<file path="config.mk">
export PLATFORM = sky130hd
export DESIGN_NAME = sdram_frame_writer
export DESIGN_NICKNAME = d
export VERILOG_FILES = /design/src/rtl/sdram_frame_writer.sv
export SDC_FILE = /design/constraint.sdc
export NUM_CORES = 2
export LEC_CHECK = 0
export CAP_MARGIN = 10
export CORE_UTILIZATION = 50
export DETAILED_ROUTE_END_ITERATION = 10
export GPL_ROUTABILITY_DRIVEN = 0
export GPL_TIMING_DRIVEN = 1
export PLACE_DENSITY_LB_ADDON = 0.25
export REMOVE_ABC_BUFFERS = 1
export SETUP_SLACK_MARGIN = 0.3
export SYNTH_ARGS = -nofsm -noshare
export SYNTH_HDL_FRONTEND = slang
export SYNTH_SLANG_ARGS = --single-unit
export TNS_END_PERCENT = 50
</file>
<file path="constraint.sdc">
create_clock -name sdram_clk -period 15.31 [get_ports sdram_clk]
set_input_delay 3.062 -clock sdram_clk [delete_from_list [all_inputs] [get_ports sdram_clk]]
set_output_delay 3.062 -clock sdram_clk [all_outputs]
set_load 0.01 [all_outputs]
</file>
<file path="src/rtl/sdram_frame_writer.sv">
// sdram_frame_writer: Avalon-MM burst write master that stores a
// 64-bit pixel-word stream frame-linearly into the SDRAM frame buffer.
module sdram_frame_writer #(
  parameter int          SDRAM_DATA_WIDTH = 64,
  parameter logic [26:0] BASE_AVALON_ADDR = 27'h400_0000,
  parameter int          FRAME_WORDS      = 1036800,
  parameter int          BURST_LEN        = 16,
  parameter int          FIFO_DEPTH       = 32
) (
  input  logic                          sdram_clk,
  input  logic                          rst,
  input  logic [SDRAM_DATA_WIDTH-1:0]   pix_data_i,
  input  logic                          pix_valid_i,
  input  logic                          pix_sof_i,
  output logic                          pix_ready_o,
  output logic [26:0]                   sdram_address_o,
  output logic [7:0]                    sdram_burstcount_o,
  output logic                          sdram_write_o,
  output logic [SDRAM_DATA_WIDTH-1:0]   sdram_writedata_o,
  output logic [SDRAM_DATA_WIDTH/8-1:0] sdram_byteenable_o,
  input  logic                          sdram_waitrequest_i,
  output logic                          frame_ready_o,
  output logic                          frame_done_o,
  output logic                          sync_err_o
);

  localparam int AW = $clog2(FIFO_DEPTH);
  localparam int UW = AW + 1;

  typedef enum logic {
    S_IDLE,
    S_BURST
  } state_t;

  state_t state, state_nxt;

  logic [SDRAM_DATA_WIDTH-1:0] mem [FIFO_DEPTH];
  logic [AW-1:0] wr_ptr, rd_ptr, rd_nxt;
  logic [UW-1:0] fifo_used, used_nxt;
  logic          synced;
  logic [20:0]   in_cnt;
  logic [20:0]   word_idx;
  logic [7:0]    beat_cnt;
  logic          accept, push, pop, load, last, wrap;

  assign accept   = pix_valid_i & pix_ready_o;
  assign push     = accept & (synced | pix_sof_i);
  assign pop      = sdram_write_o & ~sdram_waitrequest_i;
  assign last     = pop & (beat_cnt == 8'(BURST_LEN - 1));
  assign wrap     = ({11'd0, word_idx} + 32'(BURST_LEN)) == 32'(FRAME_WORDS);
  assign rd_nxt   = rd_ptr + AW'(1);
  assign used_nxt = fifo_used + UW'(push) - UW'(pop);

  assign sdram_byteenable_o = '1;

  // Next-state and burst-start decode.
  always_comb begin
    state_nxt = state;
    load      = 1'b0;
    unique case (state)
      S_IDLE: begin
        if (fifo_used >= UW'(BURST_LEN)) begin
          load      = 1'b1;
          state_nxt = S_BURST;
        end
      end
      S_BURST: begin
        if (last) state_nxt = S_IDLE;
      end
      default: state_nxt = S_IDLE;
    endcase
  end

  // State register.
  always_ff @(posedge sdram_clk) begin
    if (rst) state <= S_IDLE;
    else     state <= state_nxt;
  end

  // Staging FIFO storage.
  always_ff @(posedge sdram_clk) begin
    if (push) mem[wr_ptr] <= pix_data_i;
  end

  // FIFO pointers, fill level and registered ready.
  always_ff @(posedge sdram_clk) begin
    if (rst) begin
      wr_ptr      <= '0;
      rd_ptr      <= '0;
      fifo_used   <= '0;
      pix_ready_o <= 1'b0;
    end else begin
      if (push) wr_ptr <= wr_ptr + AW'(1);
      if (pop)  rd_ptr <= rd_nxt;
      fifo_used   <= used_nxt;
      pix_ready_o <= used_nxt < UW'(FIFO_DEPTH - 1);
    end
  end

  // Input gating: lock on first SOF, flag SOFs away from a frame boundary.
  always_ff @(posedge sdram_clk) begin
    if (rst) begin
      synced     <= 1'b0;
      in_cnt     <= '0;
      sync_err_o <= 1'b0;
    end else if (push) begin
      synced <= 1'b1;
      if (pix_sof_i && synced && in_cnt != '0) sync_err_o <= 1'b1;
      if (({11'd0, in_cnt} + 32'd1) == 32'(FRAME_WORDS)) in_cnt <= '0;
      else in_cnt <= in_cnt + 21'd1;
    end
  end

  // Avalon burst outputs, beat counting and frame address tracking.
  always_ff @(posedge sdram_clk) begin
    if (rst) begin
      sdram_address_o    <= BASE_AVALON_ADDR;
      sdram_burstcount_o <= 8'(BURST_LEN);
      sdram_write_o      <= 1'b0;
      sdram_writedata_o  <= '0;
      frame_ready_o      <= 1'b0;
      frame_done_o       <= 1'b0;
      word_idx           <= '0;
      beat_cnt           <= '0;
    end else begin
      frame_done_o <= 1'b0;
      if (load) begin
        sdram_address_o    <= BASE_AVALON_ADDR + 27'(word_idx);
        sdram_burstcount_o <= 8'(BURST_LEN);
        sdram_write_o      <= 1'b1;
        sdram_writedata_o  <= mem[rd_ptr];
      end else if (pop) begin
        sdram_writedata_o <= mem[rd_nxt];
        beat_cnt          <= beat_cnt + 8'd1;
        if (last) begin
          sdram_write_o <= 1'b0;
          beat_cnt      <= '0;
          if (wrap) begin
            word_idx      <= '0;
            frame_done_o  <= 1'b1;
            frame_ready_o <= 1'b1;
          end else begin
            word_idx <= word_idx + 21'(BURST_LEN);
          end
        end
      end
    end
  end

endmodule

</file>
* Yosys cells after proc, flatten, opt, wreduce, memory -nomap -nowiden
Memories as Yosys holds them, arrays and structs flattened. A register that Yosys moved wholly into a read port is not among the register bits.
Index checks and enable logic that the tools add are counted.
** Storage, ports and cells
- Word-level logic and storage cells :: 69
- Input port bits :: 69
- Output and inout port bits :: 112
- RAM bits :: 2048
- Flip-flop bits (word level) :: 164
- Memories :: 1
** Memories
- mem :: words 32, width 64, rd ports 2, clocked after memory_dff 1, wr ports 1, RTL line 37 : logic [SDRAM_DATA_WIDTH-1:0] mem [FIFO_DEPTH];
** Operators by class
- Bitwise gates (word level) :: 10
- Reductions and logical operators :: 11
- Equal/unequal tests :: 3
- $add $sub $neg :: 10
- Magnitude comparators :: 2
- Mux-type cells :: 17
** Operator list (count)
- two-way mux 64 bit :: 2
- == test 22 x 20 -> 1 bit (second input constant) :: 2
- two-way mux 21 bit :: 2
- adder 27 x 21 -> 27 bit (first input constant) :: 1
- adder 21 x 1 -> 22 bit (second input constant) :: 1
- adder 21 x 5 -> 22 bit (second input constant) :: 1
- adder 21 x 1 -> 21 bit (second input constant) :: 1
- adder 21 x 5 -> 21 bit (second input constant) :: 1
- nonzero test 21 bit :: 1
- adder 5 x 1 -> 5 bit (second input constant) :: 2
- two-way mux 5 bit :: 2
- two-way mux 1 bit :: 9
- adder 8 x 1 -> 8 bit (second input constant) :: 1
- == test 8 x 4 -> 1 bit (second input constant) :: 1
- two-way mux 8 bit :: 1
- adder 6 x 1 -> 6 bit :: 1
- >= comparator 6 x 5 -> 1 bit (second input constant) :: 1
- less-than comparator 6 x 5 -> 1 bit (second input constant) :: 1
- AND reduction 2 bit :: 3
- subtractor 6 x 1 -> 6 bit :: 1
- NOT 1 bit :: 5
- AND 1 bit :: 4
- AND reduction 4 bit :: 1
- nonzero test 2 bit :: 2
- other kinds (5) :: 6

* Logic depth before layout (Yosys ltp)
- Depth after elaboration :: 6
- Depth in mapped cells :: 14
- Mapped depth without buffers :: 12

* Worst setup path before layout
No wires, ideal clock.
- Path type :: input-to-reg
- Start :: in pix_valid_i
- End :: mem mem[26][0], enable pin
- Stages :: 5
- Arrival time :: 6685 ps
- Path slack :: 8139 ps
- Setup time :: 487 ps
- Path buffers :: 2
- Data required time :: 14823 ps
- Cells stage by stage :: o211a_1 > clkbuf_1 > clkbuf_1 > nand2_1 > nor2_1
** Between the ends
- Longest elaborated chain between the ends :: 4
** RTL lines
- start, declared :: RTL line 13 : input logic pix_valid_i,
- AND 1 bit :: RTL line 46 : assign accept = pix_valid_i & pix_ready_o;
- AND 1 bit :: RTL line 47 : assign push = accept & (synced | pix_sof_i);
- two-way mux 1 bit :: RTL line 82 : if (push) mem[wr_ptr] <= pix_data_i;
- two-way mux 1 bit (implied by the code) :: RTL line 82
- end, declared :: RTL line 37
Every way passes these cells.

* Worst setup path after layout
- Start :: reg rd_ptr[0]
- End :: reg sdram_writedata_o[42]
** Between the ends
- Longest elaborated chain between the ends :: 4
** RTL lines
- start, declared :: RTL line 38 : logic [AW-1:0] wr_ptr, rd_ptr, rd_nxt;
- start signal, assigned :: RTL line 94 : if (pop) rd_ptr <= rd_nxt;
- adder 5 x 1 -> 5 bit :: RTL line 51 : assign rd_nxt = rd_ptr + AW'(1);
- memory read (32 x 64 bit)
- two-way mux 64 bit :: RTL line 132 : end else if (pop) begin
- two-way mux 64 bit :: RTL line 127 : if (load) begin
- end signal, assigned :: RTL line 131 : sdram_writedata_o <= mem[rd_ptr];
- end signal, assigned :: RTL line 133 : sdram_writedata_o <= mem[rd_nxt];
- end, declared :: RTL line 19 : output logic [SDRAM_DATA_WIDTH-1:0] sdram_writedata_o,
Every way passes these cells. The select of a mux whose other input is x is not followed.
A chain may end at the register's enable or synchronous reset.

==> metrics.log <==
INFO  metric synth-edff-count = 2,048
INFO  metric layout-area-overhead-vs-synth = 11.8%
INFO  metric number_of_rows_created_at_floorplan = about 160
INFO  metric final-seq-area = ~65,000 um2
INFO  metric synth_async_sr_flop_share = 0%
INFO  metric min-delay-path-class = register to register
INFO  metric fillCellCount = 14,700
INFO  metric detailedRoute.firstIterationViolations = between 7,000 and 8,000
INFO  metric period_needed = 6500 ps
INFO  metric grt_util_all_layers = 28.0%
INFO  metric slew_at_the_pin_closest_to_its_max_slew_limit = 1270 ps
INFO  metric finalCoreUtilization = between 50% and 60%
INFO  metric worst_setup_hold_path_clk_slew = 60 ps
INFO  metric num-nets-final = about 5,300
INFO  metric grt_first_pass_wirelength = ~410,000 um
INFO  metric number_of_buffers_inserted_by_post_cts_setup_repair = 0
INFO  metric cp_slowest_cell = sky130_fd_sc_hd__buf_4
INFO  metric main_combinational_cell_family_by_area_after_synthesis = multiplexers
INFO  metric fp.dieArea = slightly above 200,000 um2
INFO  metric avgRoutedWirePerCell = ~35 um
INFO  metric synthXorXnorAreaFrac = 0.367%
INFO  metric setup_repair_after_global_routing_missed_its_margin = false
INFO  metric drive_gt1_share = 31.0%
INFO  metric layout_common_cells = sky130_fd_sc_hd__edfxtp_1, sky130_fd_sc_hd__mux4_2, sky130_fd_sc_hd__nand2_1, sky130_fd_sc_hd__clkbuf_16, sky130_fd_sc_hd__clkdlybuf4s50_1
INFO  metric p_leak = 33.1 nW
INFO  metric die_x = ~450 um
INFO  metric final_area = between 100,000 and 150,000 um2
INFO  metric grt_antenna_before_repair = 8
INFO  metric syn_area = 100,000 um2
INFO  metric netlist-cell-type-count = between 60 and 70
INFO  metric synth_compound_area_share = under 10%
INFO  metric netlist_instances = 5,119
INFO  metric avgViaCountPerCell = 7.01
INFO  metric postRouteWirelength = around 280,000 um
INFO  metric initial_utilization = between 50% and 60%
INFO  metric layout_commonest_cell = sky130_fd_sc_hd__edfxtp_1
INFO  metric synth_area_per_cell = 19.6 um2
INFO  metric synth_flop_cell = sky130_fd_sc_hd__edfxtp_1
INFO  metric die-height = around 450 um
INFO  metric first_global_vias = between 50,000 and 60,000
INFO  metric clock_insertion_delay_worst_skew = 890 ps
INFO  metric cts-buffers-inserted = between 200 and 250
INFO  metric fmaxAchievable = 154 MHz
INFO  metric cts.sinks = roughly 2,200
INFO  metric h-tree-depth = 4
INFO  metric timing.max_cap.violations = 0
INFO  metric global_route_overflow = 0
INFO  metric ff2ff_setup_slack = 8810 ps
INFO  metric synthesis.yosys.warnings = 0
INFO  metric io_pins = 181
INFO  metric timing.slew.headroom = 14.9%
INFO  metric finalCritPeriodShare = 42.5%
INFO  metric synth-seq-area-share = between 60 and 70%
INFO  metric critPathKind = register to register
INFO  metric synth_adder_area_share = 0.232%
INFO  metric crit_fanout = 106
INFO  metric ys_seq_elements = 2,203
INFO  metric setup.worst_path.start_class = register
INFO  metric run_status = complete, no violations
INFO  metric dpl.hpwl = 155,000 um
INFO  metric cts_buffer_depth = 3
INFO  metric cts-root-buf = sky130_fd_sc_hd__clkbuf_16
INFO  metric post-route-drc-count = 0
INFO  metric multi_input_area = 33,900 um2
INFO  metric fin_skew = 42.3 ps
INFO  metric vdd_ir_drop_max = 0.000126 V
INFO  metric timing.critical_path.mode_cell = sky130_fd_sc_hd__buf_4
INFO  metric timing.critical_path.arrival = 7220 ps
INFO  metric cts-hold-fix-buffers = 0
INFO  metric port_buffers = roughly 150
INFO  metric critical_path.endpoint_type = register
INFO  metric dr_total_vias = 56,400
INFO  metric worstPathCellList = buf_4 -> buf_12 -> buf_4 -> buf_4 -> buf_4 -> mux4_2 -> mux2i_1 -> a32o_1 -> a31oi_1 -> a221oi_1 -> nor3_1
INFO  metric drt_pre_antenna_iters = 6
INFO  metric pin_count_of_the_biggest_net_entering_global_routing = 136
INFO  metric final_hold_viol_count = 0
INFO  metric final-max-slew-violation-count = 0
INFO  metric postRouteAntennaNets = 0
INFO  metric cpPeakStageDelay = 870 ps
INFO  metric ctsResizeCount = 0
INFO  metric setup_viol_count_final = 0
INFO  metric power_density_over_the_cells = 135 nW/um2
INFO  metric synth.area.mux_share = 26.6%
INFO  metric cts_tree = done
INFO  metric core = about 200,000 um2
INFO  metric crit_required = 16,030 ps
INFO  metric synthSimpleGateAreaFrac = approximately 3.2%
INFO  metric placed_area = 104,000 um2
==> final timing paths <==
kind,from,to,cells past startpoint
setup reg to reg,rd_ptr[0]$_SDFFE_PP0P_,sdram_writedata_o[42]$_SDFFE_PP0P_,11
hold / removal,sdram_address_o[10]$_SDFFE_PP0P_,sdram_address_o[10]$_SDFFE_PP0P_,2
hold reg to reg,sdram_address_o[10]$_SDFFE_PP0P_,sdram_address_o[10]$_SDFFE_PP0P_,2
setup / recovery,rd_ptr[0]$_SDFFE_PP0P_,sdram_writedata_o[42]$_SDFFE_PP0P_,11
==> registers in the layout (all words and copies together), names as in the netlist, 5 cells and up, named ones only <==
signal / flops
beat_cnt: 8
fifo_used: 6
in_cnt: 21
mem: 2048
rd_ptr: 5
sdram_address_o: 17
sdram_writedata_o: 64
word_idx: 17
wr_ptr: 5
==> synth_stat cells (all sizes together) (3+ instances only) <==
cell,instances,area share [%]
a211oi,3,0.022
a21o,5,0.037
a21oi,56,0.28
a221oi,64,0.56
a31oi,133,0.83
a32o,66,0.66
and3,10,0.067
and4,3,0.026
buf,215,1.1
clkbuf,230,0.87
dfxtp,155,3.1
edfxtp,2048,61
ha,17,0.21
inv,19,0.071
mux2i,66,0.66
mux4,1152,26
nand2,468,1.8
nand2b,3,0.019
nand3,26,0.13
nand3b,5,0.037
nand4,19,0.12
nand4b,3,0.026
nor2,91,0.34
nor2b,6,0.037
nor3,78,0.40
nor4,13,0.087
o2111ai,3,0.026
o21ai,11,0.055
o22ai,68,0.42
or2,3,0.019
or3,15,0.094
xnor2,14,0.12
xor2,28,0.24
==> logic make-up after synthesis <==
family / after synthesis
other: 2
AOI/OAI and AO/OA: 420
and+or+nand+nor: 752
DFF: 2203
muxes: 1218
xor gates and xnor gates: 42
adders and majority gates: 18
buffers and inverters: 464
==> where the power goes <==
group	total, mW	internal [mW]	switching [mW]
clock	5.44	3.08	2.36
combinational	2.88	1.31	1.58
sequential	6.85	6.69	0.160
==> cell type report <==
class | instances | share of cell area, %
multi-input cells | 2476 | 30.3
flip-flops and latches | 2203 | 57.7
diodes | 3 | 0.00670
well taps | 2640 | 2.95
clock buffers | 287 | 5.36
repair buffers | 282 | 2.48
inverters | 19 | 0.0637
clock inverters | 136 | 1.16
==> routing by layer <==
| metal | routed length, um | track usage, % | share of wire (%) | up-vias |
|---|---|---|---|---|
| met2 | 133000 | 42.9 | 47 | 3656 |
| li1 | - | - | - | 22100 |
| met3 | 31600 | 5.80 | 11 | 450 |
| met5 | 13 | 0 | 0.0046 | - |
| met1 | 111000 | 41.3 | 39 | 30200 |
| met4 | 7000 | 7.12 | 2.5 | 2 |
==> critical path, delay by kind of cell (launching register included) <==
kind,cells,cell delay [ps]
mux,2,740
simple gates,1,100
flops,1,690
buf+inv,5,3960
compound gates,3,580
==> through the flow <==
step | hold slack [ps] | TNS (ps) | cells | power, mW | setup WS (ps)
final | 455 | 0 | 8046 | 15.2 | 8810
after floorplan | 446 | -1443330 | 4698 | 10.4 | -20980
after global placement | 442 | 0 | 7610 | 9.82 | 8390
after global routing | 481 | 0 | 8046 | 15.6 | 8190
after detailed placement | 448 | 0 | 7610 | 9.83 | 8310
after CTS | 456 | 0 | 8033 | 15.2 | 8560
No activity file was read; power rests on OpenSTA's default activity.
